## config.mk

```make
export PLATFORM = sky130hd
export DESIGN_NAME = fp_mul_booth_seq
export DESIGN_NICKNAME = d
export VERILOG_FILES = /design/src/rtl/fp_mul_pkg.sv /design/src/rtl/booth_r4_recoder.sv /design/src/rtl/fp_mul_booth_seq.sv
export SDC_FILE = /design/constraint.sdc
export NUM_CORES = 1
export LEC_CHECK = 0
export CORE_UTILIZATION = 50
export DETAILED_ROUTE_END_ITERATION = 8
export DONT_BUFFER_PORTS = 1
export SLEW_MARGIN = 20
export SYNTH_ARGS = -nofsm -noshare
export SYNTH_HDL_FRONTEND = slang
export SYNTH_SLANG_ARGS = --single-unit
```

## constraint.sdc

```tcl
create_clock -name clk -period 6 [get_ports clk]
set_input_delay 0.3 -clock clk [delete_from_list [all_inputs] [get_ports clk]]
set_output_delay 0.3 -clock clk [all_outputs]
set_load 0.05 [all_outputs]
```

## src/rtl/fp_mul_pkg.sv

```systemverilog
// fp_mul_pkg: shared widths, FSM state type and radix-4 Booth digit type for fp_mul_booth_seq
package fp_mul_pkg;
   localparam int FRAC_W = 23;
   localparam int MAN_W  = 24;
   localparam int PROD_W = 48;
   typedef enum logic [1:0] {IDLE, CALC, DONE} state_t;
   typedef enum logic [2:0] {BD_Z, BD_P1, BD_P2, BD_M1, BD_M2} booth_t;
   function automatic booth_t booth_dec(input logic [2:0] g);
      return (g == 3'b000 || g == 3'b111) ? BD_Z :
             (g == 3'b011) ? BD_P2 :
             (g == 3'b100) ? BD_M2 :
             g[2] ? BD_M1 : BD_P1;
   endfunction
endpackage

```

## src/rtl/booth_r4_recoder.sv

```systemverilog
// booth_r4_recoder: maps one overlapping 3-bit multiplier group to digit*multiplicand
//   grp_i   : {m[2i+1], m[2i], m[2i-1]}
//   mcand_i : unsigned multiplicand
//   pp_o    : signed partial product, digit in {-2,-1,0,+1,+2}
module booth_r4_recoder import fp_mul_pkg::*; #(
   parameter int W = 24
) (
   input  logic [2:0]          grp_i,
   input  logic [W-1:0]        mcand_i,
   output logic signed [W+1:0] pp_o
);
   booth_t dig;
   logic signed [W+1:0] m1, m2;
   assign dig  = booth_dec(grp_i);
   assign m1   = $signed({2'b00, mcand_i});
   assign m2   = $signed({1'b0, mcand_i, 1'b0});
   assign pp_o = dig == BD_P1 ? m1 :
                 dig == BD_P2 ? m2 :
                 dig == BD_M1 ? -m1 :
                 dig == BD_M2 ? -m2 : '0;
endmodule

```

## src/rtl/fp_mul_booth_seq.sv

```systemverilog
// fp_mul_booth_seq: sequential radix-4 Booth mantissa multiplier, one digit per cycle
//   clk, rst_n           : clock, async active-low reset
//   in_valid/in_ready    : operand handshake (ready only in IDLE)
//   hid_X/frc_X, hid_Y/frc_Y : mantissas {hidden, fraction}
//   out_valid/out_ready  : product handshake, product held in DONE until taken
//   frc_Z_full           : unsigned 2*MAN_W-bit product, changes only on entry to DONE
//   busy                 : high outside IDLE
//   FP_MUL_EARLY_ZERO_EN : zero operand skips the Booth iterations (result after one edge)
module fp_mul_booth_seq import fp_mul_pkg::*; #(
   parameter int MAN_W = 24
) (
   input  logic                 clk,
   input  logic                 rst_n,
   input  logic                 in_valid,
   output logic                 in_ready,
   input  logic [MAN_W-2:0]     frc_X,
   input  logic [MAN_W-2:0]     frc_Y,
   input  logic                 hid_X,
   input  logic                 hid_Y,
   output logic                 out_valid,
   input  logic                 out_ready,
   output logic [2*MAN_W-1:0]   frc_Z_full,
   output logic                 busy
);
   localparam int PW    = 2*MAN_W;
   localparam int ACC_W = PW+2;
   localparam logic [3:0] LAST = 4'(MAN_W/2+1);
   state_t                    state_q;
   logic [MAN_W-1:0]          mcand_q;
   logic [MAN_W+2:0]          mplr_q;
   logic signed [ACC_W-1:0]   acc_q, acc_d, pp_ext;
   logic signed [MAN_W+1:0]   pp;
   logic [3:0]                cnt_q;
   logic [PW-1:0]             prod_q;
   logic                      out_valid_q;
`ifdef FP_MUL_EARLY_ZERO_EN
   logic                      zero_op;
   assign zero_op = ~|{hid_X, frc_X} | ~|{hid_Y, frc_Y};
`endif
   // mplr_q carries an extra LSB so [2:0] is always the current overlapping group
   booth_r4_recoder #(.W(MAN_W)) u_rec (
      .grp_i   (mplr_q[2:0]),
      .mcand_i (mcand_q),
      .pp_o    (pp)
   );
   assign pp_ext     = ACC_W'(pp);
   assign acc_d      = acc_q + (pp_ext <<< {cnt_q, 1'b0});
   assign in_ready   = state_q == IDLE;
   assign busy       = state_q != IDLE;
   assign out_valid  = out_valid_q;
   assign frc_Z_full = prod_q;
   always_ff @(posedge clk or negedge rst_n) begin
      if (!rst_n) begin
         state_q     <= IDLE;
         mcand_q     <= '0;
         mplr_q      <= '0;
         acc_q       <= '0;
         cnt_q       <= '0;
         prod_q      <= '0;
         out_valid_q <= 1'b0;
      end else begin
         case (state_q)
            IDLE: if (in_valid) begin
               mcand_q <= {hid_X, frc_X};
               mplr_q  <= {2'b00, hid_Y, frc_Y, 1'b0};
               acc_q   <= '0;
               state_q <= CALC;
`ifdef FP_MUL_EARLY_ZERO_EN
               // jump straight to the result step; the cleared accumulator is the product
               cnt_q   <= zero_op ? LAST : 4'd0;
`else
               cnt_q   <= '0;
`endif
            end
            CALC: if (cnt_q == LAST) begin
               prod_q      <= acc_q[PW-1:0];
               out_valid_q <= 1'b1;
               state_q     <= DONE;
            end else begin
               acc_q  <= acc_d;
               mplr_q <= mplr_q >> 2;
               cnt_q  <= cnt_q + 4'd1;
            end
            DONE: if (out_ready) begin
               out_valid_q <= 1'b0;
               state_q     <= IDLE;
            end
            default: state_q <= IDLE;
         endcase
      end
   end
endmodule

```

==> impl_metrics.json, run 1 <==
{
  "grt_pass1_vias": 9548,
  "clk_path_buf_depth": 2,
  "grt_util_all_layers": 0.273,
  "synth_common_cells": "205 x nand2_1, 152 x dfrtp_1, 118 x o21ai_0",
  "synth.avg_cell_area_um2": 8.31,
  "area_growth_pct": 13.9,
  "synth-edff-count": 0,
  "finalMaxSlewViolations": 0,
  "cts_tree": "built",
  "synth.distinct_cells": 72,
  "async_flop_share": 1.00,
  "dr.pass1.iters": 9,
  "core_mm2": 0.0220,
  "synthFlopType": "dfrtp_1",
  "crit_family": "compound AO/OA/AOI/OAI gates",
  "ys_seq_area_frac": 0.335,
  "die_h_um": 153,
  "drc": 8,
  "maxSlewHeadroom": 0.263,
  "max_clock_freq_mhz": 174,
  "wl_um": 31600,
  "min_from": "hid_X",
  "grt_pass1_wl_um": 50900,
  "drive_gt1_frac": 0.144,
  "clkSinkCount": 152,
  "start_kind": "flip-flop",
  "worstHoldEndpoint": "mcand_q[23]$_DFFE_PN0P_",
  "worstRegToRegCells": 19,
  "clock_insertion_delay_worst_skew_ns": 0.45,
  "synthesis.area_mm2": 0.0114,
  "antenna_left": 0,
  "die_w_um": 153,
  "design_area_mm2": 0.0129,
  "root_buffer": "clkbuf_16",
  "crit_path_max_incr_delay_ns": 0.64,
  "placed_area_mm2": 0.0117,
  "vias_per_cell": 6.09,
  "yosys_warnings": 0,
  "clk_pin_slew_ns": 0.08,
  "path_buf_inv": 1,
  "status": "finished with violations",
  "synthCells": 1366,
  "fp.dieArea_mm2": 0.0233,
  "ys_top_cells_by_area": "dfrtp_1 34%, nand2_1 6.8%, mux2_2 6.7%, ha_1 6.6%, o21ai_0 5.2%",
  "min_period_ns": 5.75,
  "hold_path_class": "primary input to flip-flop",
  "violations": "design-rule violations",
  "syn-num-nets": 1479,
  "wl_per_cell_um": 18.8,
  "route.vias.total": 10243,
  "antenna_found_initial": 0,
  "whs_path_depth": 2,
  "h-tree-depth": 4,
  "yosys.area.top_type": "dfrtp_1",
  "r2r_setup_slack_ns": 0.25,
  "r2r-end": "acc_q[42]$_DFFE_PN0P_",
  "yosysMostFrequentCell": "nand2_1",
  "place.gp.congestion": 0.930,
  "drt_iter0_markers": 861,
  "clock_skew_ns": 0.0139,
  "worst_slew_pin_slew_ns": 1.10,
  "grt_max_degree": 153,
  "fin_util": 0.587,
  "crit_arrival_ns": 6.08,
  "rr_startpoint": "mcand_q[3]$_DFFE_PN0P_",
  "cts_buffers": 17,
  "critPathMaxFanout": 8,
  "path_class": "flip-flop to flip-flop",
  "nFillCells": 1994,
  "num_antenna_cells": 0,
  "critPathCaptureType": "flip-flop",
  "port_buffers": 0,
  "num_rows": 54,
  "cap_violations": 0,
  "overflow": 0,
  "io_pins": 103,
  "synth-seq-cells": 152,
  "final_nets": 1501,
  "cp_slowest_cell": "or4_4",
  "hpwl_um": 22300,
  "post-route-period-util": 0.959,
  "worstPathRequired_ns": 6.33,
  "synth.top_cell.area_share": 0.335,
  "setup_viol": 0,
  "hold_viol": 0,
  "start_util": 0.515,
  "cp_cell_sequence": "or4_4, nor4_4, xor2_1, maj3_1, a211oi_4, inv_1, mux4_2, mux2i_1, and2_1, ha_1, a21o_1, a21o_1, a211o_1, nand3_1, a21oi_1, o31ai_1, a21oi_1, or3_1, a32o_1"
}
==> metal layers <==
metal  vias up  share of wire  GRT usage
met3        35          0.070     0.0484
met5         -              0          0
met2       386           0.44      0.413
met1      4832           0.47      0.398
met4         0          0.015     0.0746
li1       4990              -          -
==> how the worst max path moves through the flow <==
stage                                 start                     to  cells after the start
floorplan            mcand_q[0]$_DFFE_PN0P_  acc_q[41]$_DFFE_PN0P_                     22
global placement     mcand_q[3]$_DFFE_PN0P_  acc_q[47]$_DFFE_PN0P_                     22
detailed placement   mcand_q[3]$_DFFE_PN0P_  acc_q[47]$_DFFE_PN0P_                     22
CTS                  mcand_q[3]$_DFFE_PN0P_  acc_q[47]$_DFFE_PN0P_                     22
global route        mcand_q[13]$_DFFE_PN0P_  acc_q[45]$_DFFE_PN0P_                     23
finish               mcand_q[3]$_DFFE_PN0P_  acc_q[42]$_DFFE_PN0P_                     19
==> area by class of cell <==
cell class                 count  area, µm²  area share
timing repair buffer          97        856      0.0662
clock inverter                15        199      0.0154
inverter                      27        101     0.00784
clock buffer                  17        425      0.0329
tap                          280        350      0.0271
multi-input combinational   1093       7190       0.556
sequential                   152       3800       0.294
==> placed cells by master (no fill, tap or decap), drive strengths merged, types with 54 or more instances in the layout <==
master,netlist,routed
mux2,69,69
nor2,105,105
a21oi,89,89
nand3,55,55
buf,14,54
o21ai,118,118
dfrtp,152,152
ha,60,60
nand2,205,205
==> metrics by stage <==
stage          setup WS [ns]  cells  setup TNS, ns  hold WS [ns]
6_report               0.247   1681              0        0.0105
5_1_grt              -0.0162   1681        -0.0227       0.00810
4_1_cts                0.131   1676              0       0.00124
3_5_place_dp           0.138   1600              0       0.00977
3_3_place_gp           0.184   1600              0       0.00959
2_1_floorplan          0.695   1366              0       0.00441
==> worst reg2reg max path, cell delays in order, from the launching register on <==
cell and delay [ns]:
dfrtp_1 0.47, or4_4 0.64, nor4_4 0.36, xor2_1 0.15, maj3_1 0.41, a211oi_4 0.33
inv_1 0.07, mux4_2 0.49, mux2i_1 0.21, and2_1 0.17, ha_1 0.28, a21o_1 0.19
a21o_1 0.17, a211o_1 0.31, nand3_1 0.16, a21oi_1 0.13, o31ai_1 0.33, a21oi_1 0.16
or3_1 0.36, a32o_1 0.25
==> kinds of logic (layout without fill, tap and decap cells) <==
group,count (synthesis),count (layout),synth area share
adders and majority gates,62,62,0.0688
and+or+nand+nor,469,469,0.188
xor gates and xnor gates,59,59,0.0455
AOI/OAI and AO/OA,404,404,0.223
DFF,152,152,0.335
muxes,99,99,0.0974
buffers and inverters,121,156,0.0428
==> repair_timing <==
| action | CTS | global route |
|---|---|---|
| buffers inserted | 0 | 5 |
| hold buffers | 44 | 0 |
| setup endpoints to repair | 0 | 12 |
| resized for setup | 0 | 23 |
| endpoints found under the hold margin | 194 | 0 |
==> sequential cells by signal, indices dropped and copies added, names as in the netlist <==
| signal | flops |
|---|---|
| mcand_q | 24 |
| acc_q | 48 |
| out_valid | 1 |
| state_q | 2 |
| mplr_q | 25 |
| cnt_q | 4 |
| frc_Z_full | 48 |
Power of run 1 is not shown: default switching activity piles up to over one toggle a cycle in this logic, so the estimate is an artifact.
==> run 2, diff against run 1 <==
- CELL_PAD_IN_SITES_DETAIL_PLACEMENT: unset -> 1
- CELL_PAD_IN_SITES_GLOBAL_PLACEMENT: unset -> 1
- CORE_UTILIZATION: 50 -> 49
- PLACE_DENSITY_LB_ADDON: unset -> 0.1
- SLEW_MARGIN: 20 -> 30
==> run 2 against run 1 <==
- the run now ends clean
- critical path type unchanged
- via count rose by 4.2%
- count of clock-buffer cells in the layout did not move
- sequential share of layout area fell by 0.064 points
- non-clock buffer count rose by 11
- highest routed layer unchanged
- register-to-register slack barely moved
- worst hold slack got worse by 0.010 ns
==> impl_metrics.json, run 2 (synthesis results as in run 1) <==
{
  "fp.dieArea_mm2": 0.0238,
  "worstRegToRegCells": 25,
  "vias_per_cell": 6.29,
  "die_h_um": 154,
  "min_period_ns": 5.76,
  "postLayoutSetupSlackWorst_ns": 0.237,
  "place.gp.congestion": 0.932,
  "nFillCells": 2711,
  "dp_cells": 1633,
  "hpwl_um": 25900,
  "crit_path_max_incr_delay_ns": 0.45,
  "wl_um": 36300,
  "cp_slowest_cell": "dfrtp_1",
  "dr.pass1.iters": 5,
  "port_buffers": 0,
  "max_clock_freq_mhz": 174,
  "grt_max_degree": 153,
  "final_nets": 1512,
  "r2r-end": "acc_q[41]$_DFFE_PN0P_",
  "finalMaxSlewViolations": 0,
  "critPathCaptureType": "flip-flop",
  "grt_pass1_wl_um": 59400,
  "overflow": 0,
  "cts_buffers": 17,
  "final_cell_mix": "203 x nand2_1, 151 x dfrtp_1, 116 x o21ai_0",
  "clk_path_buf_depth": 2,
  "clkSinkCount": 152,
  "hold_path_class": "primary input to flip-flop",
  "h-tree-depth": 4,
  "grt_pass1_vias": 11046,
  "grt_util_all_layers": 0.315,
  "root_buffer": "clkbuf_16",
  "rr_startpoint": "mcand_q[1]$_DFFE_PN0P_",
  "io_pins": 103,
  "worst_slew_pin_slew_ns": 0.812,
  "maxSlewHeadroom": 0.457,
  "hold_viol": 0,
  "die_w_um": 154,
  "wl_per_cell_um": 21.4,
  "area_growth_pct": 14.1,
  "setup_viol": 0,
  "post-route-period-util": 0.960,
  "final_common_cell": "nand2_1",
  "r2r_setup_slack_ns": 0.24,
  "drt_iter0_markers": 720,
  "cap_violations": 0,
  "register_area_mm2": 0.00380,
  "stdcell_count": 1697,
  "cp-startpoint": "mcand_q[1]$_DFFE_PN0P_",
  "cp-endpoint": "acc_q[41]$_DFFE_PN0P_",
  "clock_skew_ns": 0.0125,
  "clock_insertion_delay_worst_skew_ns": 0.44,
  "critPathMaxFanout": 6,
  "drc": 0,
  "multi_input_area_mm2": 0.00718,
  "path_class": "flip-flop to flip-flop",
  "crit_arrival_ns": 6.11,
  "place_ws_ns": 0.157,
  "drive_gt1_frac": 0.159,
  "cts_tree": "built",
  "start_kind": "flip-flop",
  "clk_pin_slew_ns": 0.07,
  "num_antenna_cells": 0,
  "worstPathRequired_ns": 6.34,
  "antenna_found_initial": 0,
  "antenna_left": 0,
  "route.vias.total": 10673,
  "core_mm2": 0.0227,
  "num_rows": 55,
  "status": "completed",
  "start_util": 0.500
}
==> run 2: layout make-up <==
cell class              instances  share of cell area
flip-flops and latches        152               0.294
repair buffers                108              0.0701
well taps                     285              0.0275
clock buffers                  17              0.0328
multi-input cells            1093               0.554
clock inverters                15              0.0140
inverters                      27             0.00782
==> run 2: worst max-delay path: cells and delay by family (launching register included) <==
kind,cells,cell delay [ns]
multiplexers,3,0.78
AO/OA/AOI/OAI,10,2.19
XOR/XNOR,1,0.17
AND/OR/NAND/NOR,6,1.19
flip-flops,1,0.45
adder cells (fa/ha/maj),2,0.38
buffers and inverters,3,0.51
==> run 2: stage by stage <==
stage | setup TNS, ns | utilization | hold slack, ns | cell area (µm²)
finish | 0 | 0.571 | 0.0000189 | 13000
global route | -0.0998 | 0.571 | 0.0106 | 13000
CTS | 0 | 0.565 | 0.000722 | 12800
detailed placement | 0 | 0.524 | 0.0102 | 11900
global placement | 0 | 0.524 | 0.00945 | 11900
floorplan | 0 | - | 0.00441 | 11400
==> run 2: routing by layer <==
layer | vias to the layer above | routed length [µm] | track usage
li1 | 5010 | - | -
met1 | 5336 | 16700 | 0.432
met2 | 278 | 17100 | 0.521
met3 | 49 | 1850 | 0.0502
met4 | 0 | 560 | 0.0752
met5 | - | 0 | 0
==> run 2: worst min path at each step <==
stage	start	endpoint	slack [ns]	cells past startpoint
2_1_floorplan	rst_n	acc_q[0]$_DFFE_PN0P_	0.004	0
3_3_place_gp	rst_n	mcand_q[8]$_DFFE_PN0P_	0.009	0
3_5_place_dp	rst_n	mcand_q[8]$_DFFE_PN0P_	0.01	0
4_1_cts	frc_Y[13]	mplr_q[14]$_DFFE_PN0P_	0.0007	2
5_1_grt	frc_Y[4]	mplr_q[5]$_DFFE_PN0P_	0.01	2
6_report	frc_X[7]	mcand_q[7]$_DFFE_PN0P_	0.00002	2
==> run 2: what timing repair did <==
| item | in CTS | in global routing |
|---|---|---|
| endpoints found under the setup margin | 0 | 15 |
| hold buffers | 31 | 1 |
| hold endpoints to repair | 181 | 1 |
| setup buffers | 0 | 0 |
| resized for setup | 0 | 23 |
Power of run 2 is left out for the same reason.
==> run 3, diff against run 2 <==
- ABC_CLOCK_PERIOD_IN_PS: unset -> 6000
- CORE_UTILIZATION: 49 -> 30
- CTS_BUF_LIST: unset -> sky130_fd_sc_hd__clkbuf_8 sky130_fd_sc_hd__clkbuf_16
==> run 3 against run 2 <==
- flip-flop and latch count is the same
- non-clock buffer count is 47 higher
- utilization is 20 points lower
- sequential share of layout area is 1.5 points lower
- final area up 5.3%
- highest routed layer unchanged
==> impl_metrics.json, run 3 (synthesis results as in run 1) <==
{
  "critPathCaptureType": "flip-flop",
  "hpwl_um": 29200,
  "drt_iter0_markers": 581,
  "path_buf_inv": 3,
  "drive_gt1_frac": 0.174,
  "final_nets": 1559,
  "nFillCells": 4371,
  "io_pins": 103,
  "whs_path_depth": 2,
  "hold_viol": 0,
  "root_buffer": "clkbuf_16",
  "min_from": "frc_Y[3]",
  "place.gp.congestion": 0.850,
  "drc": 0,
  "status": "completed",
  "worstHoldEndpoint": "mplr_q[4]$_DFFE_PN0P_",
  "num_antenna_cells": 0,
  "num_rows": 70,
  "maxSlewHeadroom": 0.259,
  "grt_util_all_layers": 0.210,
  "final_cell_mix": "203 x nand2_1, 151 x dfrtp_1, 117 x o21ai_0",
  "final_common_cell": "nand2_1",
  "dr.pass1.iters": 4,
  "worstRegToRegCells": 21,
  "critPathMaxFanout": 8,
  "crit_arrival_ns": 6.10,
  "wl_per_cell_um": 19.9,
  "post-route-period-util": 0.959,
  "hold_path_class": "primary input to flip-flop",
  "cap_violations": 0,
  "cts_tree": "built",
  "fp.dieArea_mm2": 0.0386,
  "clkSinkCount": 152,
  "r2r_setup_slack_ns": 0.24,
  "clk_path_buf_depth": 2,
  "h-tree-depth": 4,
  "crit_family": "compound AO/OA/AOI/OAI gates",
  "die_h_um": 197,
  "antenna_found_initial": 1,
  "port_buffers": 0,
  "rr_startpoint": "mcand_q[0]$_DFFE_PN0P_",
  "wl_um": 39000,
  "core_mm2": 0.0370,
  "crit_path_max_incr_delay_ns": 0.50,
  "grt_pass1_vias": 11080,
  "route.vias.total": 10464,
  "max_clock_freq_mhz": 174,
  "vias_per_cell": 5.33,
  "cts_buffers": 17,
  "min_period_ns": 5.76,
  "placed_area_mm2": 0.0125,
  "grt_max_degree": 153,
  "area_growth_pct": 20.2,
  "design_area_mm2": 0.0136,
  "worst_slew_pin_slew_ns": 1.11,
  "overflow": 0,
  "grt_pass1_wl_um": 63500,
  "clk_pin_slew_ns": 0.08,
  "path_class": "flip-flop to flip-flop",
  "start_kind": "flip-flop",
  "clock_insertion_delay_worst_skew_ns": 0.45,
  "finalMaxSlewViolations": 0,
  "cp_slowest_cell": "or4_4",
  "antenna_left": 0,
  "cp_cell_sequence": "buf_4, or4_4, nor4_4, xor2_1, maj3_1, a211oi_1, buf_4, inv_1, mux4_2, mux2i_1, and2_1, ha_1, a21o_1, a21o_1, a211o_1, nand3_1, a21oi_1, o31ai_2, a21oi_1, or3_1, a32o_1",
  "setup_viol": 0,
  "worstPathRequired_ns": 6.34,
  "r2r-end": "acc_q[42]$_DFFE_PN0P_",
  "die_w_um": 197,
  "clock_skew_ns": 0.0185,
  "start_util": 0.307
}
-- run 3: timing repair --
action	in CTS	in global routing
buffers inserted	0	1
gates resized for setup	1	15
setup endpoints to repair	4	19
pin swaps	0	1
hold buffers	44	0
gates cloned	0	0
endpoints found under the hold margin	195	0
-- run 3: worst max-delay path by stage --
stage                                 from                     to  slack (ns)  depth (start not counted)
finish              mcand_q[0]$_DFFE_PN0P_  acc_q[42]$_DFFE_PN0P_        0.24                         21
global route        mcand_q[0]$_DFFE_PN0P_  acc_q[42]$_DFFE_PN0P_       -0.01                         21
CTS                 mcand_q[1]$_DFFE_PN0P_  acc_q[44]$_DFFE_PN0P_        0.07                         24
detailed placement  mcand_q[1]$_DFFE_PN0P_  acc_q[44]$_DFFE_PN0P_       0.009                         24
global placement    mcand_q[1]$_DFFE_PN0P_  acc_q[44]$_DFFE_PN0P_        0.08                         24
floorplan           mcand_q[0]$_DFFE_PN0P_  acc_q[41]$_DFFE_PN0P_        0.70                         22
-- run 3: layout make-up --
class	count	area (µm²)	share of cell area
clock buffer	18	439	0.0322
clock inverter	14	193	0.0141
inverter	27	101	0.00743
multi-input combinational	1093	7150	0.524
sequential	152	3800	0.279
tap	504	631	0.0462
timing repair buffer	155	1320	0.0970
-- run 3: per-layer routing --
layer / share of wire / vias to the layer above / global-route usage
met4: 0.016 / 0 / 0.0553
met3: 0.032 / 30 / 0.0344
met2: 0.46 / 150 / 0.336
met5: 0 / - / 0
li1: - / 5100 / -
met1: 0.49 / 5184 / 0.291
-- run 3: stage by stage --
| stage | util | setup slack [ns] | hold WS [ns] | setup TNS, ns | cells |
|---|---|---|---|---|---|
| after detailed placement | 0.337 | 0.00912 | 0.0141 | 0 | 1886 |
| after CTS | 0.367 | 0.0688 | 0.00331 | 0 | 1962 |
| final | 0.369 | 0.245 | 0.0232 | 0 | 1963 |
| after floorplan | - | 0.695 | 0.00441 | 0 | 1366 |
| after global routing | 0.369 | -0.0138 | 0.00934 | -0.0353 | 1963 |
| after global placement | 0.337 | 0.0758 | 0.0131 | 0 | 1885 |
Power of run 3 is left out for the same reason.
